**src/rtl/cpu_pkg.sv**
```systemverilog
// Shared CPU front-end types: word width, Ldl opcode decode, fetch FSM states
// and the fetched-word queue entry.
package cpu_pkg;

  localparam int unsigned WORD_W = 16;

  localparam logic [WORD_W-1:0] OP_LDL_MASK  = 16'hFFF0;
  localparam logic [WORD_W-1:0] OP_LDL_MATCH = 16'hFF10;

  typedef enum logic {
    S_OP,
    S_LIT
  } fetch_state_t;

  typedef struct packed {
    logic [WORD_W-1:0] word;
    logic [WORD_W-1:0] addr;
  } fetch_entry_t;

  // True when the word is an Ldl opcode that carries a trailing literal word.
  function automatic logic is_ldl(input logic [WORD_W-1:0] w);
    return (w & OP_LDL_MASK) == OP_LDL_MATCH;
  endfunction

endpackage

```
**src/rtl/fetch_queue.sv**
```systemverilog
// Synchronous FIFO of fetched {word, addr} entries with a flush that wins over
// push and pop. Head entry and empty flag are combinational views of state.
module fetch_queue
  import cpu_pkg::*;
#(
  parameter int unsigned DEPTH = 4,
  localparam int unsigned PTR_W = $clog2(DEPTH),
  localparam int unsigned CNT_W = PTR_W + 1
) (
  input  logic             clk,
  input  logic             rst,
  input  logic             push_i,
  input  fetch_entry_t     push_entry_i,
  input  logic             pop_i,
  input  logic             flush_i,
  output fetch_entry_t     head_c,
  output logic [CNT_W-1:0] count_o,
  output logic             empty_c
);

  fetch_entry_t     buf_q [DEPTH];
  logic [PTR_W-1:0] wr_ptr_q, wr_ptr_d;
  logic [PTR_W-1:0] rd_ptr_q, rd_ptr_d;
  logic [CNT_W-1:0] count_q, count_d;
  logic             do_push;
  logic             do_pop;

  always_comb begin
    do_push  = push_i && !flush_i;
    do_pop   = pop_i && !flush_i && (count_q != '0);
    wr_ptr_d = wr_ptr_q;
    rd_ptr_d = rd_ptr_q;
    count_d  = count_q;
    if (flush_i) begin
      wr_ptr_d = '0;
      rd_ptr_d = '0;
      count_d  = '0;
    end else begin
      if (do_push) wr_ptr_d = wr_ptr_q + PTR_W'(1);
      if (do_pop)  rd_ptr_d = rd_ptr_q + PTR_W'(1);
      case ({do_push, do_pop})
        2'b10:   count_d = count_q + CNT_W'(1);
        2'b01:   count_d = count_q - CNT_W'(1);
        default: count_d = count_q;
      endcase
    end
  end

  always_ff @(posedge clk or posedge rst) begin
    if (rst) begin
      wr_ptr_q <= '0;
      rd_ptr_q <= '0;
      count_q  <= '0;
    end else begin
      wr_ptr_q <= wr_ptr_d;
      rd_ptr_q <= rd_ptr_d;
      count_q  <= count_d;
    end
  end

  // Storage needs no reset: occupancy alone decides which entries are live.
  always_ff @(posedge clk) begin
    if (do_push) buf_q[wr_ptr_q] <= push_entry_i;
  end

  assign head_c  = buf_q[rd_ptr_q];
  assign count_o = count_q;
  assign empty_c = (count_q == '0);

  a_no_overflow: assert property (@(posedge clk) disable iff (rst)
    !(do_push && !do_pop && (count_q == CNT_W'(DEPTH))));

endmodule

```
**src/rtl/fetch_unit.sv**
```systemverilog
// Instruction fetch stage: issues addresses to memory, queues returned words,
// glues Ldl opcodes to their literal and hands instructions to decode.
module fetch_unit
  import cpu_pkg::*;
#(
  parameter int unsigned       QDEPTH   = 4,
  parameter logic [WORD_W-1:0] RESET_PC = 16'h0000
) (
  input  logic              clk,
  input  logic              rst,
  output logic [WORD_W-1:0] i_addr,
  input  logic [WORD_W-1:0] i_bus,
  input  logic              redirect,
  input  logic [WORD_W-1:0] redirect_addr,
  output logic              instr_valid,
  input  logic              instr_ready,
  output logic [WORD_W-1:0] instr,
  output logic [WORD_W-1:0] literal,
  output logic              has_literal,
  output logic [WORD_W-1:0] instr_pc
);

  localparam int unsigned CNT_W = $clog2(QDEPTH) + 1;
  localparam int unsigned SUM_W = CNT_W + 1;

  logic [WORD_W-1:0] pc_q, pc_d;
  logic              inflight_q, inflight_d;
  logic [WORD_W-1:0] tag_q, tag_d;
  fetch_state_t      state_q, state_d;
  logic [WORD_W-1:0] hold_word_q, hold_word_d;
  logic [WORD_W-1:0] hold_pc_q, hold_pc_d;
  logic              valid_q, valid_d;
  logic [WORD_W-1:0] instr_q, instr_d;
  logic [WORD_W-1:0] lit_q, lit_d;
  logic              has_lit_q, has_lit_d;
  logic [WORD_W-1:0] ipc_q, ipc_d;

  logic              issue;
  logic              slot_free;
  logic              q_pop;
  fetch_entry_t      q_push_entry;
  fetch_entry_t      q_head;
  logic [CNT_W-1:0]  q_count;
  logic              q_empty;

  assign q_push_entry = '{word: i_bus, addr: tag_q};

  fetch_queue #(
    .DEPTH (QDEPTH)
  ) u_queue (
    .clk          (clk),
    .rst          (rst),
    .push_i       (inflight_q),
    .push_entry_i (q_push_entry),
    .pop_i        (q_pop),
    .flush_i      (redirect),
    .head_c       (q_head),
    .count_o      (q_count),
    .empty_c      (q_empty)
  );

  // Issue: the in-flight word is counted against capacity so the queue never overflows.
  always_comb begin
    issue      = (SUM_W'(q_count) + SUM_W'(inflight_q)) < SUM_W'(QDEPTH);
    pc_d       = pc_q;
    inflight_d = 1'b0;
    tag_d      = tag_q;
    if (redirect) begin
      pc_d = redirect_addr;
    end else if (issue) begin
      pc_d       = pc_q + WORD_W'(1);
      inflight_d = 1'b1;
      tag_d      = pc_q;
    end
  end

  // Assembler FSM and output slot.
  always_comb begin
    state_d     = state_q;
    hold_word_d = hold_word_q;
    hold_pc_d   = hold_pc_q;
    valid_d     = valid_q && !instr_ready;
    instr_d     = instr_q;
    lit_d       = lit_q;
    has_lit_d   = has_lit_q;
    ipc_d       = ipc_q;
    q_pop       = 1'b0;
    slot_free   = !valid_q || instr_ready;
    if (redirect) begin
      state_d = S_OP;
      valid_d = 1'b0;
    end else begin
      case (state_q)
        S_OP: begin
          if (!q_empty && slot_free) begin
            q_pop = 1'b1;
            if (is_ldl(q_head.word)) begin
              hold_word_d = q_head.word;
              hold_pc_d   = q_head.addr;
              state_d     = S_LIT;
            end else begin
              valid_d   = 1'b1;
              instr_d   = q_head.word;
              lit_d     = '0;
              has_lit_d = 1'b0;
              ipc_d     = q_head.addr;
            end
          end
        end
        S_LIT: begin
          if (!q_empty && slot_free) begin
            q_pop     = 1'b1;
            valid_d   = 1'b1;
            instr_d   = hold_word_q;
            lit_d     = q_head.word;
            has_lit_d = 1'b1;
            ipc_d     = hold_pc_q;
            state_d   = S_OP;
          end
        end
        default: state_d = S_OP;
      endcase
    end
  end

  always_ff @(posedge clk or posedge rst) begin
    if (rst) begin
      pc_q        <= RESET_PC;
      inflight_q  <= 1'b0;
      tag_q       <= '0;
      state_q     <= S_OP;
      hold_word_q <= '0;
      hold_pc_q   <= '0;
      valid_q     <= 1'b0;
      instr_q     <= '0;
      lit_q       <= '0;
      has_lit_q   <= 1'b0;
      ipc_q       <= '0;
    end else begin
      pc_q        <= pc_d;
      inflight_q  <= inflight_d;
      tag_q       <= tag_d;
      state_q     <= state_d;
      hold_word_q <= hold_word_d;
      hold_pc_q   <= hold_pc_d;
      valid_q     <= valid_d;
      instr_q     <= instr_d;
      lit_q       <= lit_d;
      has_lit_q   <= has_lit_d;
      ipc_q       <= ipc_d;
    end
  end

  assign i_addr      = pc_q;
  assign instr_valid = valid_q;
  assign instr       = instr_q;
  assign literal     = lit_q;
  assign has_literal = has_lit_q;
  assign instr_pc    = ipc_q;

endmodule

```
**config.mk**
```make
export PLATFORM = sky130hd
export DESIGN_NAME = fetch_unit
export DESIGN_NICKNAME = d
export VERILOG_FILES = /design/src/rtl/cpu_pkg.sv /design/src/rtl/fetch_queue.sv /design/src/rtl/fetch_unit.sv
export SDC_FILE = /design/constraint.sdc
export NUM_CORES = 1
export LEC_CHECK = 0
export ABC_AREA = 1
export ABC_CLOCK_PERIOD_IN_PS = 6300
export CAP_MARGIN = 20
export CORE_MARGIN = 2
export CORE_UTILIZATION = 55
export CTS_CLUSTER_SIZE = 25
export DETAILED_ROUTE_END_ITERATION = 12
export GPL_ROUTABILITY_DRIVEN = 0
export PLACE_DENSITY = 0.77
export SYNTH_ARGS = -nofsm -noshare
export SYNTH_HDL_FRONTEND = slang
export SYNTH_HIERARCHICAL = 1
export SYNTH_SLANG_ARGS = --single-unit
```
**constraint.sdc**
```tcl
create_clock -name clk -period 6.3 [get_ports clk]
set_input_delay 1.89 -clock clk [delete_from_list [all_inputs] [get_ports clk]]
set_output_delay 1.89 -clock clk [all_outputs]
set_load 0.02 [all_outputs]
```
==> results of run 1 <==
==> flip-flops by register name, indices dropped and copies added, names as in the netlist, 3 cells and up <==
signal           flops
i_addr              16
hold_pc_q           16
hold_word_q         16
u_queue/buf_q      128
instr               16
literal             16
u_queue/count_o      3
tag_q               16
instr_pc            16
==> worst paths after layout <==
path / startpoint / to
worst max-delay path: redirect / i_addr[0]$_DFFE_PP0P_
worst min-delay path: hold_word_q[8]$_DFFE_PP0P_ / hold_word_q[8]$_DFFE_PP0P_
worst max register to register: u_queue/rd_ptr_q[1]$_DFFE_PP0P_ / instr[1]$_DFFE_PP0P_
worst min register to register: hold_word_q[8]$_DFFE_PP0P_ / hold_word_q[8]$_DFFE_PP0P_
max in group asynchronous: rst / instr[2]$_DFFE_PP0P_
min in group asynchronous: rst / u_queue/count_o[2]$_DFFE_PP0P_
==> worst max-delay path, stage by stage <==
cell and delay [ns]:
sky130_fd_sc_hd__clkdlybuf4s50_1 0.88, sky130_fd_sc_hd__nor2_2 0.65, sky130_fd_sc_hd__clkinv_1 0.78, sky130_fd_sc_hd__nor2_1 0.37
sky130_fd_sc_hd__a21oi_1 0.07, sky130_fd_sc_hd__nand2_1 0.10
==> power by group through the flow <==
| stage | registers, uW | logic (uW) | clock network [uW] |
|---|---|---|---|
| finish | 2290 | 1500 | 1570 |
| global route | 2330 | 1660 | 1670 |
| CTS | 2290 | 1500 | 1600 |
| global placement | 2310 | 1460 | 0 |
| detailed placement | 2310 | 1490 | 0 |
| floorplan | 2430 | 816 | 0 |
==> metrics by stage <==
stage	cells	instance area (um^2)	hold WS [ns]	util	setup WS (ns)
after floorplan	1048	10470	0.4194	-	1.338
after global placement	1343	11620	0.4299	0.6215	1.619
after detailed placement	1343	11620	0.4334	0.6215	1.492
after CTS	1388	12500	0.4503	0.6684	2.018
after global routing	1388	12500	0.4768	0.6684	1.709
final	1388	12500	0.4454	0.6684	1.993
==> final cells by class <==
cell class              count  area, um^2
fillers                  1432        6202
repair buffers            116        1136
flip-flops and latches    251        6922
clock buffers              28       636.9
well taps                 234       292.8
inverters                  65       246.5
clock inverters            17       241.5
multi-input cells         677        3028
==> cell families (layout without fill, tap and decap cells) <==
logic type | Yosys count | after routing
simple gates | 514 | 514
flops | 251 | 251
compound gates | 151 | 151
buf+inv | 120 | 226
fa+ha+maj | 6 | 6
xor+xnor | 6 | 6
==> routing by layer <==
metal	track usage	up-vias
met3	0.03096	35
met2	0.3579	266
li1	-	3665
met4	0.06842	0
met1	0.3316	3542
met5	0	-
==> cell usage in the layout, fill, tap and decap left out, drive strengths merged <==
master         instances
or2                    2
dfrtp                123
edfxtp               128
clkinvlp               3
a31oi                  1
o211ai                 3
bufinv                 6
nand3                 54
nor2                  87
ha                     5
buf                   15
xor2                   4
clkinv                 8
clkbuf                28
inv                   65
clkdlybuf4s50        101
nor3                   1
o22ai                 32
fa                     1
a21oi                  5
o21ai                106
o21bai                 4
nand4                 20
xnor2                  2
nand2                350
==> impl_summary.md, run 1 <==
Worst setup path
Counting cells, the worst reg-to-reg path comes to 12. STA puts the critical path data arrival time at 4.75 ns. By startpoint and endpoint, the worst setup path is classified as input port to flop.

Data on the critical path is required at its endpoint by 6.74 ns. STA classifies the critical path endpoint as a flop. The worst register-to-register path has a setup slack of 3.02 ns. The biggest fanout along the worst timing path is 35. The worst setup path is launched from an input port.

Logic synthesis
The simple-gate portion of the synthesized area is 0.1971. The share of the synthesized netlist area taken by xor and xnor gates is 0.005019. The distinct cell type count after synthesis is 28. By count the netlist is led by sky130_fd_sc_hd__nand2_1, sky130_fd_sc_hd__edfxtp_1, sky130_fd_sc_hd__dfrtp_1. The top cell type's share of synthesized area is 0.3671. Yosys instantiated no cell more often than sky130_fd_sc_hd__nand2_1. After technology mapping, the gate count stands at 1,048. sky130_fd_sc_hd__edfxtp_1 takes more of the synthesized area than any other cell. When the netlist entered floorplanning its net count stood at 1,090. In the post-synthesis netlist, the biggest area contributors are sky130_fd_sc_hd__edfxtp_1, sky130_fd_sc_hd__dfrtp_1, sky130_fd_sc_hd__nand2_1, sky130_fd_sc_hd__o21ai_0, sky130_fd_sc_hd__nor2_1.

Synthesis inferred 251 register bits. The synthesized area per cell is 9.990 um^2. The summed instance area of the synthesized netlist is 0.01047 mm^2. The share of the synthesized area in compound gates (AO/OA/AOI/OAI) is 0.07780. Of the post-synthesis cell area, the part taken by muxes is 0. The share of the Yosys chip area taken by registers is 0.6611.

Of all flip-flops after synthesis, the portion carrying an async set or reset was 0.4900. Among all flip-flop cells after synthesis, the most frequent one is sky130_fd_sc_hd__edfxtp_1. Yosys mapped a number of flops with a built-in enable equal to 128. By area, the combinational part of the netlist is dominated by simple AND/OR/NAND/NOR gates. The adder-cell area share of the yosys netlist is 0.007887. The Yosys step of the flow raised 6 warnings.

Global routing
Entering global routing, the biggest net connects 66 pins. The number of antenna violations at the first check in global routing is 0. The global-route congestion overflow total is 0. For this run, the total global-route usage over all layers was measured as 0.2262. The number of global-route vias before repair is 7,222. The wire length of the first global-routing pass is 36,490 um.

Clock network
TritonCTS built the clock tree. The total of hold buffers inserted after clock tree synthesis is 0. The tree built by TritonCTS fans out to 251 sinks. The post-CTS resize count is 0. The setup fix buffers added after clock tree synthesis is 0. In this run the number of H-tree levels came out at 1.

The clock passes through at most 3 buffers. The clock tree root driver cell is sky130_fd_sc_hd__clkbuf_16. Buffers inserted during clock tree synthesis total 25.

The latest clock arrival within the worst-skew pair is 0.53 ns. Clock-pin slew was measured on the worst setup and hold paths at 0.06 ns.

Drt
After detailed routing, the met2 layer carries 9973 um of wire. The first-pass iteration count of the detailed router is 5. Across all layers, the routed design uses 7,508 vias. The ratio of routed vias to standard cells is 5.409. The highest layer touched by signal routing is met4.

The number of remaining DRC errors is 0. The met1 wire length is 9917 um. The first routing iteration left 755 violations. The average wire per cell in the routed design is 15.70 um. The final routed wirelength across all metal layers is 21,790 um. Once detail routing completed, the nets flagged for antenna violations numbered 0. The routed design uses 1475 um of met3 wire.

Pwr
VDD sags by at most 0.2411 mV. Of the total power, the share spent switching nets is 0.3289. The share of total power dissipated in the clock network is 0.294. The static leakage is 0.005495 uW. For this design the ratio of total power to cell area is 428.2 mW/mm^2.

The internal portion of the total power is 3593 uW. The net switching power is 1761 uW. The combinational fraction of design power is 0.280. The proportion of power drawn by flip-flops and latches is 0.427. The post-route total power is 5354 uW.

Placement
The half-perimeter wire length after detailed placement is 13,710 um. Port buffering added 101 buffers.

Floorplanning
The die covers 0.02016 mm^2. For this design the top-level I/O count stands at 102. The number of rows created at floorplan is 50. Measured along the x axis, the die boundary spans 142.0 um. The initial utilization of the core area, before any placement, comes to 0.5597.

The region available for standard cell placement spans 0.01871 mm^2. From bottom edge to top edge, the die measures 142.0 um.

STA
The peak clock frequency supported by timing is 0.2322 GHz. The actual slew at the worst max-slew pin is 0.9538 ns. The share of the clock period used by the worst path after layout is 0.6837. The hold violation total from the final report was 0. The total negative slack for setup checks is 0 ns. Setup repair after global routing left no endpoint under its margin. Setup violations remaining at the end of the flow were counted as 0. Measured against its own limit, the worst slew margin works out to 0.3634. The final critical delay including setup and external delays is 4.307 ns.

The max-slew violation count is 0. The final setup skew is 0.02407 ns.

Finish
The number of antenna diodes in the final layout is 0. Relative to the synthesized area, the layout overhead comes to 19.42%. In the final design database the tool counted 1,178 nets. In the final layout, the share of cells above drive strength 1 is 0.05719.

Worst hold path
The path class of the tightest hold or removal check is flop to flop. Along the worst hold path, the cell count comes to 2.

Status
The flow ran to the end, and the final reports show no timing, DRC or antenna violations.

Job
The count of maximum capacitance violations is 0.
Power figures use the tool's default switching activity.
==> inputs of run 2 (changes only) <==
--- a/config.mk
+++ b/config.mk
@@ -6,7 +6,7 @@
 export NUM_CORES = 1
 export LEC_CHECK = 0
 export ABC_AREA = 1
-export ABC_CLOCK_PERIOD_IN_PS = 6300
+export ABC_CLOCK_PERIOD_IN_PS = 4500
 export CAP_MARGIN = 20
 export CORE_MARGIN = 2
 export CORE_UTILIZATION = 55
==> constraint.sdc (replaced) <==
create_clock -name clk -period 4.5 [get_ports clk]
set_input_delay 1.35 -clock clk [delete_from_list [all_inputs] [get_ports clk]]
set_output_delay 1.35 -clock clk [all_outputs]
set_load 0.02 [all_outputs]
==> impl_summary.md, run 2 (same netlist as run 1, synthesis figures left out) <==
Status
The flow ran to the end, and the final reports show no timing, DRC or antenna violations.

STA
The final setup skew is 0.009095 ns (-0.01497 ns). The total negative slack for setup checks was 0 ns (unchanged). The max-slew violation count is 0 (unchanged).

The share of the clock period used by the worst path after layout is 0.7202. The count of final setup violators is 0 (unchanged). The relative slew slack is 0.4811 (+0.1177). The worst path needs 3.241 ns of the cycle, external delays included. The peak clock frequency supported by timing is 0.3086 GHz. The hold violation total from the final report is 0 (unchanged). The actual slew at the worst max-slew pin came to 0.7784 ns (-0.1755 ns). Setup repair after global routing left no endpoint under its margin. The worst hold slack after final layout is 0.4506 ns (+0.005179 ns).

Finish
In the layout the commonest cells are sky130_fd_sc_hd__nand2_1, sky130_fd_sc_hd__edfxtp_1, sky130_fd_sc_hd__dfrtp_1, sky130_fd_sc_hd__clkdlybuf4s50_1, sky130_fd_sc_hd__o21ai_0. The register with the most flip-flops is u_queue/buf_q. The layout overhead on the synthesized area is 19.06%. The final-stage net count was 1,182 (+0.34%).

The antenna diode count is 0 (unchanged). The library cell used most frequently in the layout, excluding fill and tap cells, is sky130_fd_sc_hd__nand2_1. The number of fill cells was 1,396 (-2.5%). The number of flip-flops in the largest register is 128 (unchanged).

The share of cells above drive strength 1 was 0.05862 (+0.001428).

Job
The count of maximum capacitance violations is 0 (unchanged).

Worst hold path
The class of the worst hold path is flop to flop.

Pwr
The power per cell area is 590.6 mW/mm^2 (+38%). The cell internal power dissipation is 4893 uW (+36%). The proportion of power drawn by flip-flops and latches is 0.435 (+0.008). The post-route total power is 7362 uW (+37%). The maximum vdd drop is 0.4353 mV (+81%). The static leakage came to 0.005498 uW (about the same).

The net switching share of the total power is 0.3353 (+0.006393). The relative contribution of the clock network to total power came to 0.277 (-0.017). The net switching power came to 2468 uW (+40%). The combinational fraction of design power is 0.288 (+0.008).

Global routing
The number of antenna violations at the first check in global routing is 1 (+1). The global routing usage summed across all routing layers is 0.2246 (-0.001540). The wire length of the first global-routing pass is 36,310 um (-0.49%).

The global-route congestion overflow total is 0 (unchanged). The largest net degree at the start of global routing was 66 (unchanged). The number of global-route vias before repair is 7,209 (-0.18%).

Clock network
The latest clock arrival within the worst-skew pair is 0.51 ns (-0.02 ns). The clock-pin slew on the worst setup and hold paths is 0.06 ns (about the same). The total CTS buffers was 26 (+4.0%).

TritonCTS built the clock tree. The total of hold buffers inserted after clock tree synthesis is 0 (unchanged). The number of levels in the clock H-tree was 1 (unchanged). The total number of clock tree sinks is 251 (unchanged). The post-CTS resize count is 0 (unchanged). The number of buffers on the longest clock path is 3 (unchanged). The setup fix buffers added after clock tree synthesis is 0 (unchanged). In this run the clock root is driven by a sky130_fd_sc_hd__clkbuf_16.

Drt
The first-pass iteration count of the detailed router is 5 (unchanged). The final routed wirelength across all metal layers was 22,140 um (+1.6%). The number of nets with antenna violations after detailed routing is 0 (unchanged).

The average wire per cell in the routed design came to 15.88 um (+1.1%). The number of remaining DRC errors is 0 (unchanged). The ratio of routed vias to standard cells was 5.399 (-0.19%). The via total after detailed routing is 7,526 (+0.24%). The number of violations reported at the end of detailed-routing iteration 0 is 734 (-2.8%).

Placement
The number of I/O port buffers is 101 (unchanged). The half-perimeter wire length after detailed placement is 13,790 um (+0.57%).

Floorplanning
The core box area was 0.01871 mm^2 (unchanged). The number of rows created at floorplan came to 50 (unchanged). The effective utilization at floorplan came to 0.5597 (unchanged). The overall die width came to 142.0 um (unchanged). The height of the die is 142.0 um (unchanged).

The total I/O pin count is 102 (unchanged). The die footprint is 0.02016 mm^2 (unchanged).

Worst setup path
The worst setup path is of the input port to flop kind. The nature of the critical path endpoint is a flop. The worst path required time is 4.91 ns (-1.83 ns). The biggest fanout along the worst timing path is 14 (-60%).

STA classifies the critical path startpoint as an input port. The data arrival at the endpoint of the critical path is 3.65 ns (-1.10 ns).
==> run 2: cell count changes in the layout (fill, tap and decap cells not counted), sizes merged <==
cell      before  now
clkbuf        28   41
clkinv         8    7
bufinv         6    1
clkinvlp       3    0
inv           65   64
buf           15   18
==> run 2: power groups by stage <==
stage / clock network, uW / registers, uW / logic (uW)
after floorplan: 0 / 3410 / 1140
after global placement: 0 / 3220 / 2060
after detailed placement: 0 / 3240 / 2120
after CTS: 2070 / 3200 / 2140
after global routing: 2170 / 3250 / 2360
final: 2040 / 3200 / 2120
==> run 2: through the flow <==
step | setup slack, ns | util | std cells | area [um^2]
6_report | 1.259 | 0.6664 | 1394 | 12470
5_1_grt | 1.027 | 0.6664 | 1394 | 12470
4_1_cts | 1.327 | 0.6664 | 1394 | 12470
2_1_floorplan | 0.07759 | - | 1048 | 10470
3_5_place_dp | 0.8220 | 0.6227 | 1346 | 11650
3_3_place_gp | 0.9855 | 0.6227 | 1346 | 11650
==> run 2: final cells by class <==
| type | instances | area (um^2) | area share |
|---|---|---|---|
| multi-input cells | 677 | 3028 | 0.2429 |
| clock inverters | 7 | 60.06 | 0.004818 |
| clock buffers | 41 | 758.2 | 0.06083 |
| flip-flops and latches | 251 | 6922 | 0.5553 |
| well taps | 234 | 292.8 | 0.02349 |
| repair buffers | 119 | 1159 | 0.09294 |
| inverters | 65 | 246.5 | 0.01977 |
==> run 2: final timing paths <==
| kind | start | to | slack [ns] | depth (start not counted) |
|---|---|---|---|---|
| max in group asynchronous | rst | instr_pc[15]$_DFFE_PP0P_ | 2.36 | 3 |
| hold / removal | hold_word_q[14]$_DFFE_PP0P_ | hold_word_q[14]$_DFFE_PP0P_ | 0.45 | 2 |
| min in group asynchronous | rst | u_queue/wr_ptr_q[0]$_DFFE_PP0P_ | 1.16 | 2 |
| setup / recovery | instr_ready | u_queue/count_o[2]$_DFFE_PP0P_ | 1.26 | 16 |
| hold reg to reg | hold_word_q[14]$_DFFE_PP0P_ | hold_word_q[14]$_DFFE_PP0P_ | 0.45 | 2 |
| setup reg to reg | u_queue/rd_ptr_q[1]$_DFFE_PP0P_ | hold_pc_q[0]$_DFFE_PP0P_ | 1.36 | 10 |
==> run 2: metal layers <==
metal	vias up	GRT usage	wire, um
li1	3677	-	-
met1	3540	0.3259	10020
met2	277	0.3585	10190
met3	32	0.04240	1621
met4	0	0.05158	304
met5	-	0	0
==> run 2: critical path, stage by stage <==
cell	delay, ns
sky130_fd_sc_hd__clkdlybuf4s50_1	0.46
sky130_fd_sc_hd__inv_1	0.04
sky130_fd_sc_hd__nand2_1	0.06
sky130_fd_sc_hd__nand2_1	0.12
sky130_fd_sc_hd__nor2_4	0.34
sky130_fd_sc_hd__inv_1	0.10
sky130_fd_sc_hd__nor2_1	0.22
sky130_fd_sc_hd__nand3_1	0.20
sky130_fd_sc_hd__inv_1	0.13
sky130_fd_sc_hd__fa_1	0.19
sky130_fd_sc_hd__xnor2_1	0.14
sky130_fd_sc_hd__inv_1	0.06
sky130_fd_sc_hd__nand2_1	0.08
sky130_fd_sc_hd__nand2_1	0.06
sky130_fd_sc_hd__nand2_1	0.06
sky130_fd_sc_hd__nand2_1	0.04
==> inputs of run 3 (changes only) <==
--- a/config.mk
+++ b/config.mk
@@ -6,14 +6,14 @@
 export NUM_CORES = 1
 export LEC_CHECK = 0
 export ABC_AREA = 1
-export ABC_CLOCK_PERIOD_IN_PS = 4500
+export ABC_CLOCK_PERIOD_IN_PS = 2900
 export CAP_MARGIN = 20
 export CORE_MARGIN = 2
-export CORE_UTILIZATION = 55
+export CORE_UTILIZATION = 51
 export CTS_CLUSTER_SIZE = 25
 export DETAILED_ROUTE_END_ITERATION = 12
 export GPL_ROUTABILITY_DRIVEN = 0
-export PLACE_DENSITY = 0.77
+export PLACE_DENSITY = 0.75
 export SYNTH_ARGS = -nofsm -noshare
 export SYNTH_HDL_FRONTEND = slang
 export SYNTH_HIERARCHICAL = 1
==> constraint.sdc (replaced) <==
create_clock -name clk -period 2.9 [get_ports clk]
set_input_delay 0.87 -clock clk [delete_from_list [all_inputs] [get_ports clk]]
set_output_delay 0.87 -clock clk [all_outputs]
set_load 0.02 [all_outputs]
==> impl_summary.md, run 3 (same netlist as run 1, synthesis figures left out) <==
Worst setup path
The reg-to-reg startpoint is u_queue/rd_ptr_q[1]$_DFFE_PP0P_. The signal on the critical path passes through inv_1 > buf_12 > o21ai_0 > o22ai_1 > nand2_1 > nor3_2 > nand2_1 > buf_4 > nand3_1 > nand2_1. STA classifies the critical path startpoint as a flop.

The total buffers and inverters traversed by the critical path was 3 (-2). The nature of the critical path endpoint is a flop. The depth of the worst register-to-register path is 10 (unchanged).

In this run the critical register-to-register path is captured at instr[3]$_DFFE_PP0P_. Among the stages of the critical path, the cell type that occurs most often is sky130_fd_sc_hd__nand2_1. The worst reg-to-reg setup slack is 0.32 ns (-1.04 ns).

By startpoint and endpoint, the worst setup path is classified as flop to flop. The standard cell with the maximum stage delay on the critical path is sky130_fd_sc_hd__dfrtp_1. The data arrival at the endpoint of the critical path is 2.98 ns (-0.67 ns). The worst path required time is 3.30 ns (-1.61 ns).

The biggest fanout along the worst timing path came to 48 (+34). The cell class contributing the biggest share of worst-path delay is buffers and inverters. The maximum cell stage delay along the critical path is 0.37 ns (-0.09 ns). The startpoint of the most critical setup path is u_queue/rd_ptr_q[1]$_DFFE_PP0P_.

Global routing
The number of global-route vias before repair came to 7,053 (-2.2%). The global-route congestion overflow total was 0 (unchanged). The wire length of the first global-routing pass was 35,540 um (-2.1%). The largest net degree at the start of global routing is 52 (-21%).

The number of antenna violations at the first check in global routing is 1 (unchanged). The global routing usage summed across all routing layers is 0.2030 (-0.02159).

Floorplanning
The total I/O pin count came to 102 (unchanged). The height of the die was 147.3 um (+3.7%). The core box area is 0.02017 mm^2 (+7.8%). The overall die width is 147.3 um (+3.7%). The number of rows created at floorplan is 52 (+4.0%). The die footprint is 0.02169 mm^2 (+7.6%). The effective utilization at floorplan is 0.5191 (-0.04063).

Pwr
The net switching share of the total power is 0.3306 (-0.004718). The static leakage was 0.005580 uW (+1.5%). The power per cell area was 916.1 mW/mm^2 (+55%). The net switching power came to 3857 uW (+56%). The relative contribution of the clock network to total power came to 0.289 (+0.012). The proportion of power drawn by flip-flops and latches is 0.425 (-0.010).

The combinational fraction of design power is 0.286 (-0.002). The maximum vdd drop is 0.5333 mV (+23%). The cell internal power dissipation is 7810 uW (+60%).

Clock network
The total of hold buffers inserted after clock tree synthesis is 0 (unchanged). The number of buffers on the longest clock path is 3 (unchanged). The setup fix buffers added after clock tree synthesis is 0 (unchanged). The total CTS buffers is 26 (unchanged).

The clock-pin slew on the worst setup and hold paths is 0.06 ns (about the same). The total number of clock tree sinks came to 251 (unchanged). The number of levels in the clock H-tree is 1 (unchanged).

The clock tree root driver cell is sky130_fd_sc_hd__clkbuf_16. TritonCTS built the clock tree. The latest clock arrival within the worst-skew pair was 0.52 ns (about the same).

The post-CTS resize count came to 0 (unchanged).

Finish
In the layout the commonest cells are sky130_fd_sc_hd__nand2_1, sky130_fd_sc_hd__edfxtp_1, sky130_fd_sc_hd__dfrtp_1, sky130_fd_sc_hd__clkdlybuf4s50_1, sky130_fd_sc_hd__o21ai_0. The final-stage net count is 1,190 (+0.68%). Ranked by flip-flop count, first place goes to u_queue/buf_q. The antenna diode count was 0 (unchanged). The number of fill cells is 1,599 (+15%).

The final non-filler cell area is 0.01273 mm^2 (+2.2%). The share of cells above drive strength 1 was 0.07106 (+0.01244). The layout overhead on the synthesized area is 21.63%. The most common library cell in the layout ignoring fill and taps is sky130_fd_sc_hd__nand2_1. The number of flip-flops in the largest register is 128 (unchanged).

STA
The final critical delay including setup and external delays is 2.581 ns. The final setup skew is 0.006829 ns (-0.002265 ns). The relative slew slack is 0.6379 (+0.1568).

Setup repair after global routing left no endpoint under its margin. The actual slew at the worst max-slew pin is 0.5432 ns (-0.2352 ns). The max-slew violation count is 0 (unchanged). Derived from the worst setup path, the maximum achievable clock frequency is 0.3874 GHz.

The hold violation total from the final report is 0 (unchanged). The count of final setup violators was 0 (unchanged). Of the available clock period, the critical path in the final layout requires 0.8901. The worst hold slack after final layout is 0.4479 ns (-0.002689 ns). The total negative slack for setup checks was 0 ns (unchanged).

Drt
The number of remaining DRC errors is 0 (unchanged). The first-pass iteration count of the detailed router is 4 (-1). The ratio of routed vias to standard cells is 5.177 (-4.1%).

The via total after detailed routing is 7,444 (-1.1%). The average wire per cell in the routed design is 15.10 um (-4.9%). The number of violations reported at the end of detailed-routing iteration 0 is 516 (-30%). The final routed wirelength across all metal layers is 21,710 um (-1.9%). The number of nets with antenna violations after detailed routing is 0 (unchanged).

Worst hold path
The worst min-delay path endpoint is hold_word_q[14]$_DFFE_PP0P_. The startpoint of the tightest hold check path is hold_word_q[14]$_DFFE_PP0P_. The class of the worst hold path is flop to flop. The number of stages on the worst hold path is 2 (unchanged).

Job
The count of maximum capacitance violations came to 0 (unchanged).

Placement
The number of I/O port buffers is 101 (unchanged). The half-perimeter wire length after detailed placement came to 13,820 um (+0.25%). The instance area after placement is 0.01184 mm^2 (+1.7%).

Status
The flow ran to the end, and the final reports show no timing, DRC or antenna violations.
run 3: cell count changes in the layout (fill, tap and decap cells not counted):
cell / before / now
sky130_fd_sc_hd__clkinv_1: 1 / 2
sky130_fd_sc_hd__buf_12: 1 / 8
sky130_fd_sc_hd__clkinv_2: 6 / 5
sky130_fd_sc_hd__inv_4: 1 / 0
sky130_fd_sc_hd__buf_4: 17 / 18
sky130_fd_sc_hd__clkinvlp_4: 0 / 6
sky130_fd_sc_hd__clkbuf_1: 11 / 3
sky130_fd_sc_hd__bufinv_16: 1 / 3
sky130_fd_sc_hd__inv_6: 0 / 1
run 3: worst min-delay path: cells and delay by family, from the launching register on:
| kind | cells | cell delay, ns |
|---|---|---|
| buffers and inverters | 1 | 0.04 |
| AND/OR/NAND/NOR | 1 | 0.06 |
| flip-flops | 1 | 0.32 |
run 3: power groups by stage:
stage	sequential [uW]	clock [uW]	combinational (uW)
final	4950	3380	3340
after global routing	5050	3590	3720
after CTS	4960	3430	3360
after detailed placement	5020	0	3330
after global placement	5000	0	3260
after floorplan	5290	0	1770
run 3: worst max-delay path by stage:
| stage | depth (start not counted) | slack (ns) | end |
|---|---|---|---|
| 3_3_place_gp | 9 | 0.05 | hold_word_q[4]$_DFFE_PP0P_ |
| 3_5_place_dp | 10 | 0.02 | hold_pc_q[2]$_DFFE_PP0P_ |
| 4_1_cts | 9 | 0.37 | instr[3]$_DFFE_PP0P_ |
| 5_1_grt | 9 | 0.19 | instr[3]$_DFFE_PP0P_ |
| 6_report | 10 | 0.32 | instr[3]$_DFFE_PP0P_ |
| 2_1_floorplan | 3 | 0.02 | u_queue/buf_q[0][0]$_DFFE_PP_ |
run 3: area by class of cell:
cell class	instances	area, um^2	area share
Clock inverter	15	165.2	0.01297
Sequential cell	251	6922	0.5435
Clock buffer	33	728.2	0.05718
Timing Repair Buffer	127	1306	0.1026
Tap cell	270	337.8	0.02653
Multi-Input combinational cell	677	3028	0.2378
Inverter	65	247.7	0.01945
run 3: routing by layer:
layer	GRT usage	vias to the layer above	share of wire
met2	0.3285	229	0.46
met4	0.05048	0	0.016
met1	0.2920	3502	0.45
met5	0	-	0
met3	0.03230	31	0.065
li1	-	3682	-
run 3: through the flow:
step / std cells / util / setup slack (ns) / power, uW
final: 1438 / 0.6314 / 0.3188 / 11670
after detailed placement: 1390 / 0.5871 / 0.01935 / 8350
after floorplan: 1048 / - / 0.01905 / 7062
after global routing: 1438 / 0.6314 / 0.1857 / 12350
after global placement: 1390 / 0.5871 / 0.05331 / 8264
after CTS: 1438 / 0.6314 / 0.3694 / 11750
